==> src/rtl/dbg_instr_injector_pkg.sv <==
// Shared definitions for the debug instruction injector: the NOP used to
// drain the pipeline and the injector state encoding.
package dbg_inject_pkg;

  localparam logic [31:0] NOP_INSTR = 32'h00000013;

  typedef enum logic [1:0] {
    IDLE,
    ISSUE,
    DRAIN,
    FLUSH
  } inj_state_t;

endpackage

==> src/rtl/dbg_instr_injector_if.sv <==
// Debugger-to-injector program-load channel: a valid/ready word stream
// that fills the program buffer while the core is halted.
interface dbg_instr_injector_if;

  logic        wr_valid;
  logic [31:0] wr_data;
  logic        wr_ready;

  modport master (output wr_valid, output wr_data, input wr_ready);
  modport slave  (input wr_valid, input wr_data, output wr_ready);

endinterface

==> src/rtl/dbg_instr_injector_prog_buf.sv <==
// Program buffer: DEPTH x 32 register file, one synchronous write port and
// one combinational read port. Storage is deliberately not reset so a loaded
// program only costs the write port, never a reset tree.
module dbg_prog_buf #(
  parameter int DEPTH = 8,
  localparam int AW = $clog2(DEPTH)
) (
  input  logic          clk,
  input  logic          we,
  input  logic [AW-1:0] wr_addr,
  input  logic [31:0]   wr_data,
  input  logic [AW-1:0] rd_addr,
  output logic [31:0]   rd_data
);

  logic [31:0] mem [DEPTH];

  // Store an accepted debugger word at the write address.
  always_ff @(posedge clk) begin
    if (we) mem[wr_addr] <= wr_data;
  end

  assign rd_data = mem[rd_addr];

endmodule

==> src/rtl/dbg_instr_injector.sv <==
// Debug-mode instruction source. While idle the fetch stream passes through
// and the debugger may load the program buffer. On an accepted go the
// buffered words replace the fetch stream, followed by DRAIN_CYCLES NOPs and
// a single flush cycle before the fetch path is handed back.
module dbg_instr_injector
  import dbg_inject_pkg::*;
#(
  parameter int DEPTH        = 8,
  parameter int DRAIN_CYCLES = 3
) (
  input  logic                       clk,
  input  logic                       reset_stages,
  dbg_instr_injector_if.slave        wr,
  input  logic                       clear,
  input  logic                       go,
  input  logic                       core_halted,
  input  logic                       stall,
  input  logic [31:0]                fetch_instr,
  output logic [31:0]                instr_out,
  output logic                       inject_active,
  output logic                       flush_stages,
  output logic                       done,
  output logic                       err,
  output logic [$clog2(DEPTH+1)-1:0] count
);

  localparam int CW = $clog2(DEPTH + 1);
  localparam int PW = $clog2(DEPTH);
  localparam int DW = $clog2(DRAIN_CYCLES + 1);

  inj_state_t    state_q, state_d;
  logic [CW-1:0] count_q, count_d;
  logic [PW-1:0] rd_ptr_q, rd_ptr_d;
  logic [DW-1:0] drain_q, drain_d;
  logic          err_q, err_d;
  logic          buf_we;
  logic          wr_ready_int;
  logic [31:0]   buf_rd;

  dbg_prog_buf #(.DEPTH(DEPTH)) u_prog_buf (
    .clk     (clk),
    .we      (buf_we),
    .wr_addr (count_q[PW-1:0]),
    .wr_data (wr.wr_data),
    .rd_addr (rd_ptr_q),
    .rd_data (buf_rd)
  );

  // Next-state, counter updates and output mux; an abort (core leaving
  // halt) takes precedence over normal progress so the pipeline is flushed.
  always_comb begin
    state_d       = state_q;
    count_d       = count_q;
    rd_ptr_d      = rd_ptr_q;
    drain_d       = drain_q;
    err_d         = err_q;
    buf_we        = 1'b0;
    wr_ready_int  = 1'b0;
    instr_out     = fetch_instr;
    inject_active = 1'b0;
    flush_stages  = 1'b0;
    done          = 1'b0;
    case (state_q)
      IDLE: begin
        wr_ready_int = (count_q < CW'(DEPTH));
        buf_we       = wr.wr_valid && wr_ready_int && !clear;
        if (clear)       count_d = '0;
        else if (buf_we) count_d = count_q + CW'(1);
        if (go && core_halted && (count_d != '0)) begin
          rd_ptr_d = '0;
          err_d    = 1'b0;
          state_d  = ISSUE;
        end
      end
      ISSUE: begin
        inject_active = 1'b1;
        instr_out     = buf_rd;
        if (!core_halted) begin
          err_d   = 1'b1;
          state_d = FLUSH;
        end else if (!stall) begin
          rd_ptr_d = rd_ptr_q + PW'(1);
          if (CW'(rd_ptr_q) == count_q - CW'(1)) begin
            drain_d = DW'(DRAIN_CYCLES);
            state_d = DRAIN;
          end
        end
      end
      DRAIN: begin
        inject_active = 1'b1;
        instr_out     = NOP_INSTR;
        if (!core_halted) begin
          err_d   = 1'b1;
          state_d = FLUSH;
        end else if (!stall) begin
          drain_d = drain_q - DW'(1);
          if (drain_q == DW'(1)) state_d = FLUSH;
        end
      end
      FLUSH: begin
        inject_active = 1'b1;
        instr_out     = NOP_INSTR;
        flush_stages  = 1'b1;
        done          = !err_q;
        state_d       = IDLE;
      end
      default: state_d = IDLE;
    endcase
  end

  // State and counter registers with synchronous reset.
  always_ff @(posedge clk) begin
    if (reset_stages) begin
      state_q  <= IDLE;
      count_q  <= '0;
      rd_ptr_q <= '0;
      drain_q  <= '0;
      err_q    <= 1'b0;
    end else begin
      state_q  <= state_d;
      count_q  <= count_d;
      rd_ptr_q <= rd_ptr_d;
      drain_q  <= drain_d;
      err_q    <= err_d;
    end
  end

  assign wr.wr_ready = wr_ready_int;
  assign err         = err_q;
  assign count       = count_q;

endmodule

==> src/flat_wrapper.sv <==
// flat-port wrapper written by rule: the top's interface ports become plain ports
module dbg_instr_injector_flat import dbg_inject_pkg::*;
#(
  parameter int DEPTH        = 8,
  parameter int DRAIN_CYCLES = 3
)
  (clk, reset_stages, clear, go, core_halted, stall, fetch_instr, instr_out, inject_active, flush_stages, done, err, count, wr_wr_valid, wr_wr_data, wr_wr_ready);
  dbg_instr_injector_if wr_i ();
  input  logic clk;
  input  logic reset_stages;
  input  logic clear;
  input  logic go;
  input  logic core_halted;
  input  logic stall;
  input  logic [31:0] fetch_instr;
  output logic [31:0] instr_out;
  output logic inject_active;
  output logic flush_stages;
  output logic done;
  output logic err;
  output logic [$clog2(DEPTH+1)-1:0] count;
  input wire logic [$bits(wr_i.wr_valid)-1:0] wr_wr_valid;
  input wire logic [$bits(wr_i.wr_data)-1:0] wr_wr_data;
  output wire logic [$bits(wr_i.wr_ready)-1:0] wr_wr_ready;
  assign wr_i.wr_valid = wr_wr_valid;
  assign wr_i.wr_data = wr_wr_data;
  assign wr_wr_ready = wr_i.wr_ready;
  dbg_instr_injector #(.DEPTH(DEPTH), .DRAIN_CYCLES(DRAIN_CYCLES)) u_core (.clk(clk), .reset_stages(reset_stages), .wr(wr_i), .clear(clear), .go(go), .core_halted(core_halted), .stall(stall), .fetch_instr(fetch_instr), .instr_out(instr_out), .inject_active(inject_active), .flush_stages(flush_stages), .done(done), .err(err), .count(count));
endmodule
==> config.mk <==
export PLATFORM = sky130hd
export DESIGN_NAME = dbg_instr_injector_flat
export DESIGN_NICKNAME = d
export VERILOG_FILES = /design/src/rtl/dbg_instr_injector_pkg.sv /design/src/rtl/dbg_instr_injector_if.sv /design/src/rtl/dbg_instr_injector_prog_buf.sv /design/src/rtl/dbg_instr_injector.sv /design/src/flat_wrapper.sv
export SDC_FILE = /design/constraint.sdc
export NUM_CORES = 1
export LEC_CHECK = 0
export ABC_AREA = 1
export ABC_CLOCK_PERIOD_IN_PS = 14700
export CELL_PAD_IN_SITES_DETAIL_PLACEMENT = 1
export CELL_PAD_IN_SITES_GLOBAL_PLACEMENT = 1
export CORE_MARGIN = 5
export CORE_UTILIZATION = 40
export CTS_BUF_LIST = sky130_fd_sc_hd__clkbuf_4 sky130_fd_sc_hd__clkbuf_8
export DETAILED_ROUTE_END_ITERATION = 7
export GPL_ROUTABILITY_DRIVEN = 1
export PLACE_DENSITY = 0.71
export SLEW_MARGIN = 20
export SYNTH_ARGS = -nofsm -noshare
export SYNTH_HDL_FRONTEND = slang
export SYNTH_SLANG_ARGS = --single-unit
==> constraint.sdc <==
create_clock -name clk -period 14.7 [get_ports clk]
set_clock_uncertainty 0.05 [all_clocks]
set_input_delay 2.205 -clock clk [delete_from_list [all_inputs] [get_ports clk]]
set_output_delay 2.205 -clock clk [all_outputs]
set_load 0.03 [all_outputs]
## Word level (Yosys, flattened, before mapping)

Memory sizes are Yosys's and may differ from the RTL's. A register that Yosys moved wholly into a read port is not among the register bits.
Cells that the tools add are included.

- Flip-flop bits (word level): 12
- Bits in writable memories: 256
- Output and inout port bits: 41
- Memories: 1

Memory list:

| memory | depth | width | rd ports | clocked after Yosys merged registers in | write ports | RTL line | text |
|---|---|---|---|---|---|---|---|
| u_core.u_prog_buf.mem | 8 | 32 | 1 | 1 | 1 | dbg_instr_injector_prog_buf.sv:16 | `logic [31:0] mem [DEPTH];` |

- Add/subtract/negate cells: 4
- Order comparisons: 1
- Equality and inequality tests: 16
- Multiplexer cells: 34
- Reductions and logical operators: 18

Operators by type and width:

| kind | count |
|---|---|
| case mux 32 bit (2 select lines) | 1 |
| two-way mux 2 bit | 12 |
| two-way mux 3 bit | 5 |
| two-way mux 4 bit | 3 |
| != test 2 bit (second input constant) | 5 |
| two-way mux 1 bit | 9 |
| case mux 2 bit (4 select lines) | 1 |
| != test 3 x 2 -> 1 bit (second input constant) | 2 |
| != test 3 bit (second input constant) | 2 |
| case mux 3 bit (2 select lines) | 1 |
| AND reduction 6 bit | 1 |
| nonzero test 2 bit | 3 |
| AND reduction 5 bit | 1 |
| adder 4 x 1 -> 4 bit (second input constant) | 1 |
| equality test 2 x 1 -> 1 bit (second input constant) | 2 |
| equality test 2 bit (second input constant) | 2 |
| equality test 3 x 4 -> 1 bit | 1 |
| logical AND 1 bit | 4 |
| less-than comparator 4 bit (second input constant) | 1 |
| != test 2 x 1 -> 1 bit (second input constant) | 2 |
| case mux 2 bit (2 select lines) | 1 |
| AND reduction 4 bit | 1 |
| nonzero test 4 bit | 1 |
| OR reduction 2 bit | 2 |
| 8 further kinds | 9 |

## Depth between registers and ports, before layout

- Word-level depth: 12
- Mapped depth: 14
- Mapped depth without buffers: 14

## Hierarchy

Synthesis repeated with hierarchy kept, for this count alone.

- Cell total of the unflattened synthesis: 1,310
- Area, all modules: 12,473.2 sq um

By module, submodules not included:

| module | times used | cells an instance | area each (sq um) |
|---|---|---|---|
| dbg_prog_buf | 1 | 1,124 | 11,232.0 |
| dbg_instr_injector | 1 | 186 | 1,241.2 |

## Worst setup path before layout

Ideal clock, no wire load.

- Path type: input port to flip-flop
- Start point: input clear
- End point: memory u_core.u_prog_buf.mem[1][0], enable pin
- Arrival time: 5,657 ps
- Path slack: 8,492 ps
- Stages on the path: 5
- Path through: inv_2 nand3_1 nor2_1 inv_1 nor4_1

- Longest elaborated chain between the ends: 5

Ends and longest elaborated chain:

| element | RTL line | text |
|---|---|---|
| start, declared | flat_wrapper.sv:11 | `input logic clear;` |
| zero test 1 bit | dbg_instr_injector.sv:66 | `buf_we = wr.wr_valid && wr_ready_int && !clear;` |
| logical AND 1 bit | dbg_instr_injector.sv:66 |  |
| two-way mux 1 bit | dbg_instr_injector.sv:63 | `case (state_q)` |
| two-way mux 1 bit | dbg_instr_injector_prog_buf.sv:20 | `if (we) mem[wr_addr] <= wr_data;` |
| two-way mux 1 bit (implied by the code) | dbg_instr_injector_prog_buf.sv:20 |  |
| end, declared | dbg_instr_injector_prog_buf.sv:16 |  |

No other way between the ends.

==> impl_metrics.ini <==
[sta]
setup_viol = 0
fin_crit_ns = 6.108
slew_violations = 0
fin_ws_ns = 8.592
min_period_over_period = 0.4155
slew_headroom = 0.2945
worst_pin_slew_ns = 1.056
setup-tns-final_ns = 0
hold_ws_ns = 0.4813
timing.fmax_mhz = 163.7
hold_violations = 0
rsz0062_at_grt = false

[clock_tree]
clk_latency_ns = 0.54
cts_buffers = 44
cts.hold.buffers_added = 0
cts.sinks = 271
clk_pin_slew_worst_paths_ns = 0.06
cts_tree = done
cts_max_level = 2
cts_root_buffer = clkbuf_8
cts.repair.resized = 0
post_cts_buffers = 0
clockBufferDepth = 3

[yosys]
synth_top_family_by_area = compound AO/OA/AOI/OAI gates
yosysMostFrequentCell = edfxtp_1
yosysTopAreaCellShare = 0.6878
postSynthAreaPerCell_um2 = 12.04
synth_seq_cells = 271
synth_compound_area_frac = 0.1287
synthesis.area_um2 = 11180
synth_xor_area_frac = 0
async_reset_ff_frac = 0
synth_fa_ha_area_frac = 0.01008
synth.distinct_cells = 30
synth_common_cells = edfxtp_1, nor2_1, nand2_1, o21ai_0, o21ai_1
synth-simple-area-share = 0.1110
ys_top_cells_by_area = edfxtp_1, nor2_1, nand2_1
synth-main-ff-cell = edfxtp_1
ys_seq_area_frac = 0.7147
synth_cells = 928
yosys.area.top_type = edfxtp_1
synthMuxAreaShare = 0
syn_nets = 1008
synth-edff-count = 256
ys_warn_count = 0

[finish]
nNetsFinal = 1124
area_delta_synth_final_pct = 21.43
final_cells = 1454
fin_area_um2 = 13570
drive_above_1_share = 0.1032
diodes = 0

[place]
post-place-ws_ns = 8.913
place.gp.congestion = 0.7723
dp_hpwl_mm = 16.62
io_buffers = 111
dpl.cell_count = 1376
placed_cell_area_um2 = 12700

[global_route]
first_global_vias = 8454
grt_max_degree = 91
grt_pass1_wl_mm = 46.09
gr-total-overflow = 0
grt_antenna_before_repair = 1
grt_usage = 0.1876

[critical_path]
startpoint_type = flop
cp_data_arrival_time_ns = 3.85
critPathKind = flop to output pin
reg2regPathDepth = 7
crit_required_ns = 12.44
crit_fanout = 90
critPathCaptureType = output pin
ff2ff_setup_slack_ns = 11.78
regToRegStartpoint = u_core.state_q[0]$_SDFFE_PP0P_
r2r_end = u_core.u_prog_buf.mem[3][30]$_DFFE_PP_

[die]
fp.dieH_um = 177.2
die-area_um2 = 31390
core_um2 = 27710
dieWidth_um = 177.2
rows = 61
start_util = 0.4034
ioPinCount = 112

[worst_hold_path]
min_from = u_core.err$_SDFFE_PP0P_
min_to = u_core.err$_SDFFE_PP0P_
hp-class = flop to flop
hold-path-cell-count = 4

[drt]
avgViaCountPerCell = 5.323
ant_nets = 0
drc = 0
routedWlPerCell_um = 20.21
drt_iter0_drc = 560
wl_mm = 29.38
first_pass_iters = 5
num_vias = 7740

[power]
p_leak_nw = 4.652
ir_worst_vdd_uv = 86.18
p_per_area_nw_per_um2 = 158.6

[run]
cap_violations = 0

[status]
status = finished, final reports clean
==> cell usage in the layout (no fill, tap or decap), drive strengths merged, types with 2 or more instances in the layout <==
master,count
edfxtp,256
o221ai,34
o21ai,136
buf,14
o211ai,31
nor2,170
nand3,23
nand2,112
clkbuf,66
dfxtp,15
clkdlybuf4s50,111
a21oi,12
ha,9
clkinv,11
nor3,5
nand4,2
o22ai,24
inv,40
==> power by group <==
group	internal (mW)	total, mW	switching [mW]
clock	0.363	0.647	0.285
combinational	0.188	0.569	0.381
sequential	0.901	0.936	0.0346
total	1.45	2.15	0.700
==> worst max-delay path: stages (launching register included) <==
cell             delay, ns
dfxtp_4               0.52
inv_4                 0.43
buf_4                 0.85
o21ai_0               0.19
o211ai_1              0.25
nand3_1               0.14
a21oi_1               0.16
clkdlybuf4s50_1       0.69
==> sequential cells by signal, summed over array words and instances, names as in the netlist, named ones only <==
signal,flops
u_core.err,1
u_core.state_q,2
u_core.rd_ptr_q,3
u_core.u_prog_buf.mem,256
u_core.count,4
u_core.drain_q,2
==> per-stage QoR <==
step / utilization / total power, mW
6_report: 0.4899 / 2.152
5_1_grt: 0.4899 / 2.272
4_1_cts: 0.4899 / 2.177
3_5_place_dp: 0.4582 / 1.528
3_3_place_gp: 0.4580 / 1.507
2_1_floorplan: - / 1.304
==> layer usage <==
metal	share of wire	vias to the layer above	GRT usage
li1	-	3624	-
met1	0.44	3879	0.2468
met2	0.50	195	0.3252
met3	0.040	40	0.02564
met4	0.016	2	0.05609
met5	0.00044	-	0
==> logic make-up after synthesis <==
logic type               Yosys count
flip-flops                       271
AND/OR/NAND/NOR                  314
buffers and inverters             95
AO/OA/AOI/OAI                    239
adder cells (fa/ha/maj)            9
==> area by class of cell <==
cell class / instances / area, um^2
clock buffer: 66 / 795.8
clock inverter: 12 / 80.08
sequential: 271 / 7994
multi-input combinational: 562 / 2860
tap: 378 / 473.0
timing repair buffer: 125 / 1216
inverter: 40 / 152.6
fill: 2906 / 14130
==> worst max path at each step <==
stage                          from                               endpoint  slack, ns  cells past startpoint
finish                         flop                           instr_out[0]       8.59                      7
global route                   flop                           instr_out[1]       8.28                      7
CTS                            flop                           instr_out[0]       8.54                      7
detailed placement  fetch_instr[11]                          instr_out[11]       8.91                      4
global placement     fetch_instr[4]                           instr_out[4]       8.94                      4
floorplan                     clear  u_core.u_prog_buf.mem[1][0]$_DFFE_PP_       8.49                      5
(Power assumes the default switching activity.)
